## config.mk

```make
export PLATFORM = sky130hd
export DESIGN_NAME = msg_serializer
export DESIGN_NICKNAME = d
export VERILOG_FILES = /design/src/rtl/msg_pkg.sv /design/src/rtl/msg_fifo.sv /design/src/rtl/msg_serializer.sv
export SDC_FILE = /design/constraint.sdc
export NUM_CORES = 2
export LEC_CHECK = 0
export CAP_MARGIN = 10
export CORE_ASPECT_RATIO = 1.75
export CORE_MARGIN = 1
export CORE_UTILIZATION = 53
export DETAILED_ROUTE_END_ITERATION = 8
export PLACE_DENSITY = 0.76
export SETUP_SLACK_MARGIN = 0.5
export SLEW_MARGIN = 20
export SYNTH_ARGS = -nofsm -noshare
export SYNTH_HDL_FRONTEND = slang
export SYNTH_SLANG_ARGS = --single-unit
```

## constraint.sdc

```tcl
create_clock -name clk -period 7.22 [get_ports clk]
set_input_delay 1.083 -clock clk [delete_from_list [all_inputs] [get_ports clk]]
set_output_delay 1.083 -clock clk [all_outputs]
set_load 0.01 [all_outputs]
```

## src/rtl/msg_pkg.sv

```systemverilog
// Shared types, widths and beat-shaping helpers for the message serializer.
package msg_pkg;

  localparam int unsigned MAX_MSG_BYTES = 32;
  localparam int unsigned DATA_BYTES    = 8;
  localparam int unsigned TKEEP_WIDTH   = DATA_BYTES;
  localparam int unsigned FIFO_DEPTH    = 4;

  localparam int unsigned LEN_W      = 16;
  localparam int unsigned MSG_W      = 8 * MAX_MSG_BYTES;
  localparam int unsigned BEAT_W     = 8 * DATA_BYTES;
  localparam int unsigned MAX_BEATS  = MAX_MSG_BYTES / DATA_BYTES;
  localparam int unsigned BIDX_W     = (MAX_BEATS > 1) ? $clog2(MAX_BEATS) : 1;
  localparam int unsigned BCNT_W     = BIDX_W + 1;
  localparam int unsigned PTR_W      = $clog2(FIFO_DEPTH);
  localparam int unsigned CNT_W      = PTR_W + 1;
  localparam int unsigned KEEP_EXT_W = TKEEP_WIDTH + 1;
  localparam int unsigned ENTRY_W    = LEN_W + MSG_W + 1;

  typedef struct packed {
    logic [LEN_W-1:0] len;
    logic [MSG_W-1:0] data;
    logic             err;
  } msg_entry_t;

  typedef enum logic {IDLE = 1'b0, SEND = 1'b1} ser_state_t;

  // A stored len of 0 marks an error-only entry, which goes out as a single beat.
  function automatic logic [BCNT_W-1:0] beats_f(input logic [LEN_W-1:0] len);
    logic [LEN_W-1:0] n;
    n = (len + LEN_W'(DATA_BYTES - 1)) / LEN_W'(DATA_BYTES);
    if (len == '0) return BCNT_W'(1);
    return BCNT_W'(n);
  endfunction

  function automatic logic [TKEEP_WIDTH-1:0] last_keep_f(input logic [LEN_W-1:0] len);
    logic [LEN_W-1:0]      rem;
    logic [KEEP_EXT_W-1:0] mask;
    rem  = len % LEN_W'(DATA_BYTES);
    mask = (KEEP_EXT_W'(1) << rem) - KEEP_EXT_W'(1);
    if (len == '0) return TKEEP_WIDTH'(1);
    if (rem == '0) return '1;
    return TKEEP_WIDTH'(mask);
  endfunction

  function automatic logic [BEAT_W-1:0] beat_data_f(input msg_entry_t e,
                                                    input logic [BIDX_W-1:0] idx);
    return BEAT_W'(e.data >> (32'(idx) * BEAT_W));
  endfunction

endpackage

```

## src/rtl/msg_fifo.sv

```systemverilog
// Message-entry FIFO; exposes the head and the entry behind it for bubble-free reload.
module msg_fifo
  import msg_pkg::*;
(
  input  logic               clk,
  input  logic               rst,
  input  logic               push_i,
  input  logic [ENTRY_W-1:0] din_i,
  input  logic               pop_i,
  output logic [ENTRY_W-1:0] head_o,
  output logic [ENTRY_W-1:0] next_o,
  output logic [CNT_W-1:0]   count_o,
  output logic               full_o
);

  logic [ENTRY_W-1:0] mem_q [FIFO_DEPTH];
  logic [PTR_W-1:0]   rd_ptr_q, wr_ptr_q;
  logic [CNT_W-1:0]   count_q, count_d;
  logic               full_q;

  always_comb begin
    count_d = count_q;
    if (push_i && !pop_i)      count_d = count_q + CNT_W'(1);
    else if (pop_i && !push_i) count_d = count_q - CNT_W'(1);
  end

  always_ff @(posedge clk or negedge rst) begin
    if (!rst) begin
      rd_ptr_q <= '0;
      wr_ptr_q <= '0;
      count_q  <= '0;
      full_q   <= 1'b0;
    end else begin
      if (push_i) wr_ptr_q <= wr_ptr_q + PTR_W'(1);
      if (pop_i)  rd_ptr_q <= rd_ptr_q + PTR_W'(1);
      count_q <= count_d;
      full_q  <= (count_d == CNT_W'(FIFO_DEPTH));
    end
  end

  // Storage needs no reset: entries are only read while counted valid.
  always_ff @(posedge clk) begin
    if (push_i) mem_q[wr_ptr_q] <= din_i;
  end

  assign head_o  = mem_q[rd_ptr_q];
  assign next_o  = mem_q[rd_ptr_q + PTR_W'(1)];
  assign count_o = count_q;
  assign full_o  = full_q;

endmodule

```

## src/rtl/msg_serializer.sv

```systemverilog
// Buffers parser messages and replays each as an AXI-Stream burst, LSB byte first.
module msg_serializer
  import msg_pkg::*;
(
  input  logic                   clk,
  input  logic                   rst,
  input  logic                   msg_valid,
  input  logic [LEN_W-1:0]       msg_length,
  input  logic [MSG_W-1:0]       msg_data,
  input  logic                   msg_error,
  output logic                   m_tvalid,
  input  logic                   m_tready,
  output logic [BEAT_W-1:0]      m_tdata,
  output logic [TKEEP_WIDTH-1:0] m_tkeep,
  output logic                   m_tlast,
  output logic                   m_tuser,
  output logic                   fifo_full,
  output logic [15:0]            drop_count
);

  ser_state_t              state_q, state_d;
  logic [BIDX_W-1:0]       beat_cnt_q, beat_cnt_d;
  logic                    tvalid_q, tvalid_d;
  logic [BEAT_W-1:0]       tdata_q, tdata_d;
  logic [TKEEP_WIDTH-1:0]  tkeep_q, tkeep_d;
  logic                    tlast_q, tlast_d;
  logic                    tuser_q, tuser_d;
  logic [15:0]             drop_cnt_q, drop_cnt_d;

  msg_entry_t              entry_c, head_c, next_c, ld_entry_c;
  logic [BIDX_W-1:0]       ld_idx_c;
  logic                    ld_c, ld_last_c, push_c, pop_c, drop_c, full_c;
  logic [CNT_W-1:0]        count_c;

  msg_fifo u_fifo (
    .clk     (clk),
    .rst     (rst),
    .push_i  (push_c),
    .din_i   (entry_c),
    .pop_i   (pop_c),
    .head_o  (head_c),
    .next_o  (next_c),
    .count_o (count_c),
    .full_o  (full_c)
  );

  // Ingress: normalise length/error, then push or drop.
  always_comb begin
    entry_c.len  = msg_length;
    entry_c.data = msg_data;
    entry_c.err  = msg_error;
    if (msg_error) begin
      entry_c.len  = '0;
      entry_c.data = '0;
    end else if (msg_length > LEN_W'(MAX_MSG_BYTES)) begin
      entry_c.len = LEN_W'(MAX_MSG_BYTES);
      entry_c.err = 1'b1;
    end
    push_c = msg_valid && (msg_error || (msg_length != '0)) &&
             ((count_c < CNT_W'(FIFO_DEPTH)) || pop_c);
    drop_c = msg_valid && !push_c;
    drop_cnt_d = drop_cnt_q;
    if (drop_c && (drop_cnt_q != 16'hFFFF)) drop_cnt_d = drop_cnt_q + 16'd1;
  end

  // Egress FSM: pick which beat to load, then shape it in one place.
  always_comb begin
    state_d    = state_q;
    beat_cnt_d = beat_cnt_q;
    tvalid_d   = tvalid_q;
    tdata_d    = tdata_q;
    tkeep_d    = tkeep_q;
    tlast_d    = tlast_q;
    tuser_d    = tuser_q;
    pop_c      = 1'b0;
    ld_c       = 1'b0;
    ld_entry_c = head_c;
    ld_idx_c   = '0;
    ld_last_c  = 1'b0;
    case (state_q)
      IDLE: begin
        if (count_c != '0) begin
          ld_c    = 1'b1;
          state_d = SEND;
        end
      end
      SEND: begin
        if (tvalid_q && m_tready) begin
          if (tlast_q) begin
            pop_c = 1'b1;
            if (count_c > CNT_W'(1)) begin
              ld_c       = 1'b1;
              ld_entry_c = next_c;
            end else begin
              tvalid_d = 1'b0;
              tdata_d  = '0;
              tkeep_d  = '0;
              tlast_d  = 1'b0;
              tuser_d  = 1'b0;
              state_d  = IDLE;
            end
          end else begin
            ld_c     = 1'b1;
            ld_idx_c = beat_cnt_q + BIDX_W'(1);
          end
        end
      end
      default: state_d = IDLE;
    endcase
    if (ld_c) begin
      ld_last_c  = ((BCNT_W'(ld_idx_c) + BCNT_W'(1)) == beats_f(ld_entry_c.len));
      tvalid_d   = 1'b1;
      tdata_d    = beat_data_f(ld_entry_c, ld_idx_c);
      tkeep_d    = ld_last_c ? last_keep_f(ld_entry_c.len) : '1;
      tlast_d    = ld_last_c;
      tuser_d    = ld_last_c && ld_entry_c.err;
      beat_cnt_d = ld_idx_c;
    end
  end

  always_ff @(posedge clk or negedge rst) begin
    if (!rst) begin
      state_q    <= IDLE;
      beat_cnt_q <= '0;
      tvalid_q   <= 1'b0;
      tdata_q    <= '0;
      tkeep_q    <= '0;
      tlast_q    <= 1'b0;
      tuser_q    <= 1'b0;
      drop_cnt_q <= '0;
    end else begin
      state_q    <= state_d;
      beat_cnt_q <= beat_cnt_d;
      tvalid_q   <= tvalid_d;
      tdata_q    <= tdata_d;
      tkeep_q    <= tkeep_d;
      tlast_q    <= tlast_d;
      tuser_q    <= tuser_d;
      drop_cnt_q <= drop_cnt_d;
    end
  end

  assign m_tvalid   = tvalid_q;
  assign m_tdata    = tdata_q;
  assign m_tkeep    = tkeep_q;
  assign m_tlast    = tlast_q;
  assign m_tuser    = tuser_q;
  assign fifo_full  = full_c;
  assign drop_count = drop_cnt_q;

endmodule
```

# Yosys cells after proc, flatten, opt, wreduce, memory -nomap -nowiden
# Memories as Yosys holds them, arrays and structs flattened.
# Index checks and enable logic that the tools add are counted.
# totals
memories	1
ramBits	1092
wordCells	112
inputBits	277
output_inout_bits	92
ff_bits	102
# mem_list
name	words	word_bits	rd	rd_ports_with_merged_regs	write_ports	line	source
u_fifo.mem_q	4	273	2	0	1	msg_fifo.sv:16	logic [ENTRY_W-1:0] mem_q [FIFO_DEPTH];
# classes
add_sub_neg	9
eq_ne	4
shift	2
n_bitwise	1
mux	59
magnitude_cmp	3
n_reduce_logical	21
# ops
op	n
$mux W273	4
$mux W64	5
$mux W256	1
$shr A256 B8 Y64	1
$mux W8	10
$logic_not A16 Y1	2
$mux W16	2
$mux W1	27
$add A16 B1 Y16 const B	1
$gt A16 B6 Y1 const B	1
$ne A16 B16 Y1 const B	1
$reduce_bool A16 Y1	1
$mux W3	5
$logic_and A1 B1 Y1	8
$shl A1 B3 Y8 const A	1
$sub A8 B2 Y8 const B	1
$add A2 B1 Y2 const B	3
$add A6 B3 Y6 const B	1
$mux W2	3
$reduce_bool A2 Y1	3
$pmux W1 S2	2
$reduce_and A4 Y1	1
$add A2 B1 Y3 const B	1
$add A3 B1 Y3 const B	1
11 further kinds	13

# Longest topological paths before layout
# An unclocked memory read counts as a cell.
# logic_depth
depth_word	15
depth_mapped	13
ltp_nobuf	10

# Hierarchy
# Synthesis repeated with hierarchy kept, for this count alone.
# hier_totals
cells_unflattened	2929
area_unflattened_um2	55323.1
# by_module_without_submodules
mod	instances	area_per_inst_um2	seq_area_each_um2	cells_each
msg_fifo	1	46564.7	32991.6	1807
msg_serializer	1	8758.4	2327.2	1122

# Least setup slack after synthesis
# No wires, ideal clock.
# synth_timing
path_kind	input to register
from	input m_tready
to	memory u_fifo.mem_q[0][0] (netlist name), enable pin
cell_stages	4
setup_ns	0.672
t_required_ns	6.548
path_buffers	0
setup_slack_ns	-1.262
arrival_time_ns	7.811
cell_sequence	nand4_4 nand2_1 o41a_1 and3_1
# synth_via
elab_chain_len	7
# synth_lines
item	line	source
start, declared	msg_serializer.sv:12	input logic m_tready,
$logic_and A1 B1 Y1	msg_serializer.sv:88	if (tvalid_q && m_tready) begin
$mux W1	msg_serializer.sv:88	
$mux W1	msg_serializer.sv:80	case (state_q)
$logic_or A1 B1 Y1	msg_serializer.sv:60	((count_c < CNT_W'(FIFO_DEPTH)) || pop_c);
$logic_and A1 B1 Y1	msg_serializer.sv:59	push_c = msg_valid && (msg_error || (msg_length != '0)) &&
$mux W1	msg_fifo.sv:43	if (push_i) mem_q[wr_ptr_q] <= din_i;
$mux W1 (implied by the code)	msg_fifo.sv:43	
end, declared	msg_fifo.sv:16	
# No other way between the ends.

# Worst setup path after layout
# layout_timing
from	input m_tready
to	register tkeep_q[1], in the netlist m_tkeep[1]
# layout_via
elab_chain_len	11
word_cells_on_any_way	31
cone_classes	3 x add/sub; 2 x eq/ne; 1 x shift; 18 x mux; 7 x reduce/logical
# layout_lines
item	line	source
$logic_and A1 B1 Y1 *	msg_serializer.sv:88	
branches (longest 10 deep; another with $add A6 B3 Y6)	--	
end signal, assigned	msg_serializer.sv:136	tkeep_q <= tkeep_d;
end, declared	msg_serializer.sv:25	logic [TKEEP_WIDTH-1:0] tkeep_q, tkeep_d;
# Every way passes the cells marked *. The select of a mux whose other input is x is not followed.
# A chain may end at the register's enable or synchronous reset.

==> reports/qor.csv <==
metric;value;unit
drt_first_iter_violations;2816;
path_cells;clkdlybuf4s50_1, nand3_1, or3_2, buf_4, inv_2, ha_1, xnor2_1, and3_1, a211o_1, a31oi_1, a221o_1;
max_freq;236;MHz
synth_top_cell_by_area;edfxtp_1;
syn_to_final_growth;16.7;%
clkLatencyLatePin;0.71;ns
cap_violations;0;
grt_max_degree;170;
hp-class;input port to async pin;
worstMarginPinSlew;1.22;ns
yosysUniqueCellTypes;58;
gp_congestion;0.827;
utilization;0.623;
yosysSeqAreaShare;0.684;
start_util;0.534;
die-area;0.0988;mm²
synth_edf_count;1092;
r2r-start;u_fifo.rd_ptr_q[0];
pre_cts_ws;2.28;ns
critPathMaxStageDelay;0.78;ns
hold_viol;0;
setup_tns;0;ns
wl_per_cell;27.7;µm
cts.clk_slew.worst_paths;0.07;ns
netlist_instances;2934;
grt_pass1_wl;193000;µm
drc;0;
rr_endpoint;m_tdata[38];
reg2regPathDepth;7;
async_reset_ff_frac;0.0847;
synth_area_leaders;edfxtp_1 63%, mux4_2 18%, dfrtp_1 4.9%, nor2b_1 3.1%, a21oi_1 2.2%;
cts_resized;0;
clk_path_buf_depth;3;
cts.sinks;1193;
timing.final.ws_setup;2.99;ns
avgSynthCellArea;17.6;µm²
place_area;0.0567;mm²
yosysTopAreaCellShare;0.635;
cp-startpoint;m_tready;
fin_skew;0.0377;ns
cts_buffers;105;
ir_worst_vdd;0.233;mV
cts_tree;yes;
required;7.84;ns
cts_post_setup_buffers_inserted;0;
cp_max_fo;56;
rsz0062_at_grt;false;
hpwlAfterDp;79400;µm
postRouteAntennaNets;0;
nNetsFinal;3565;
h-tree-depth;3;
critPathArrivalTime;4.86;ns
final_cells;4667;
cts-root-buf;clkbuf_16;
synthesis.area;0.0516;mm²
crit_type;input port to flop;
p_per_area;229;mW/mm²
vias;29100;
avgViaCountPerCell;6.24;
ys_warn_count;0;
drv_slew;0;
slew_headroom;0.187;
grt_overflow;0;
setup_viol;0;
r2r_slack;3.10;ns
drtPass1Iterations;5;
drive_gt1_frac;0.187;
period_share;0.586;
ctsHoldBuffers;0;
fillerInstances;6881;
synth_most_common_cell;edfxtp_1;
coreArea;0.0967;mm²
synth_commonest_cells;1092 x edfxtp_1, 408 x mux4_2, 295 x nand2_1, 256 x nor2b_1, 225 x a21oi_1;
ys.flop_type;edfxtp_1;
drt_wl_total;129000;µm
endpoint_kind;flop;
place.port_buffers;368;
status;complete, no violations;
critical_path.slowest_cell;inv_2;
final_area;0.0603;mm²
fp-row-count;151;
timing.critical_path.to;m_tkeep[1];
p_leak;18.0;nW
io_pins;369;
grt_pass1_vias;30300;
min_period;4.23;ns
place_inst;4470;
die_y;415;µm
cp-start-kind;input port;
grtUsageTotal;0.266;
synth_seq_cells;1193;
dieWidth;238;µm
antenna_found_initial;7;
area by class of cell:
type                            instances  area [µm²]  area share
Sequential cell                      1193       35300       0.586
Multi-Input combinational cell       1564       15600       0.259
Timing Repair Buffer                  402        4140      0.0686
Clock buffer                          152        3060      0.0507
Tap cell                             1300        1630      0.0270
Clock inverter                         42         478     0.00793
Inverter                               12        50.0    0.000830
Antenna cell                            2        5.00   0.0000830
where the power goes:
part / switching [W] / leakage (nW) / internal, W
clock: 0.00248 / 1.75 / 0.00329
sequential: 0.0000285 / 9.98 / 0.00755
combinational: 0.000220 / 6.24 / 0.000231
routing by layer:
layer | GRT usage | wire length (µm)
met5 | 0 | 83
met1 | 0.329 | 46000
met2 | 0.453 | 67000
met3 | 0.0447 | 9830
met4 | 0.130 | 6370
cell families after synthesis:
family,after synthesis,synth area share
AO/OA/AOI/OAI,352,0.0393
XOR/XNOR,22,0.00373
adder cells (fa/ha/maj),10,0.00242
buffers and inverters,216,0.0177
flip-flops,1193,0.684
multiplexers,447,0.186
other,1,0.0000726
AND/OR/NAND/NOR,693,0.0674
how the worst min path moves through the flow:
stage | from | to | slack (ns) | cells after the start
after floorplan | beat_cnt_q[1] | beat_cnt_q[1] | 0.47 | 2
after global placement | m_tkeep[7] | m_tkeep[7] | 0.47 | 2
after detailed placement | m_tdata[50] | m_tdata[50] | 0.47 | 2
after CTS | rst | m_tdata[63] | 0.38 | 1
after global routing | rst | m_tdata[63] | 0.41 | 1
final | rst | m_tdata[63] | 0.39 | 1
stage by stage:
| stage | hold slack (ns) | power, W |
|---|---|---|
| 6_report | 0.387 | 0.0138 |
| 3_5_place_dp | 0.473 | 0.00818 |
| 4_1_cts | 0.384 | 0.0139 |
| 5_1_grt | 0.411 | 0.0142 |
| 3_3_place_gp | 0.466 | 0.00816 |
| 2_1_floorplan | 0.468 | 0.00788 |
cell usage in the layout, fill, tap and decap left out, types with 5 or more instances in the layout:
master,instances
clkinv_1,6
nor4_1,6
ha_1,10
mux4_2,408
a221o_1,6
nor3_1,13
xor2_1,6
a31oi_1,10
or4_1,5
nand2_1,294
nor3b_1,5
nand4_1,8
inv_1,10
dfrtp_1,99
clkbuf_8,19
edfxtp_1,1092
a21oi_1,224
clkinv_2,22
and3_1,6
clkbuf_16,108
buf_12,14
o211ai_1,8
and2_1,9
bufinv_16,10
xnor2_1,16
o21ai_0,46
clkbuf_1,25
conb_1,40
nor2b_1,256
buf_4,20
nand3_1,27
mux2i_1,36
nor2_1,42
clkdlybuf4s50_1,366
o221ai_1,33
critical path, delay by kind of cell:
family / cells / cell delay [ns]
AO/OA/AOI/OAI: 3 / 0.75
XOR/XNOR: 1 / 0.11
adder cells (fa/ha/maj): 1 / 0.30
buffers and inverters: 3 / 1.77
AND/OR/NAND/NOR: 3 / 0.81
sequential cells by signal, summed over array words and instances (netlist names):
name,cells
u_fifo.count_o,3
m_tkeep,7
m_tdata,64
u_fifo.rd_ptr_q,2
m_tvalid,1
u_fifo.mem_q,1092
m_tlast,1
u_fifo.full_o,1
u_fifo.wr_ptr_q,2
m_tuser,1
beat_cnt_q,2
drop_count,16
state_q,1
Power figures use the tool's default switching activity.
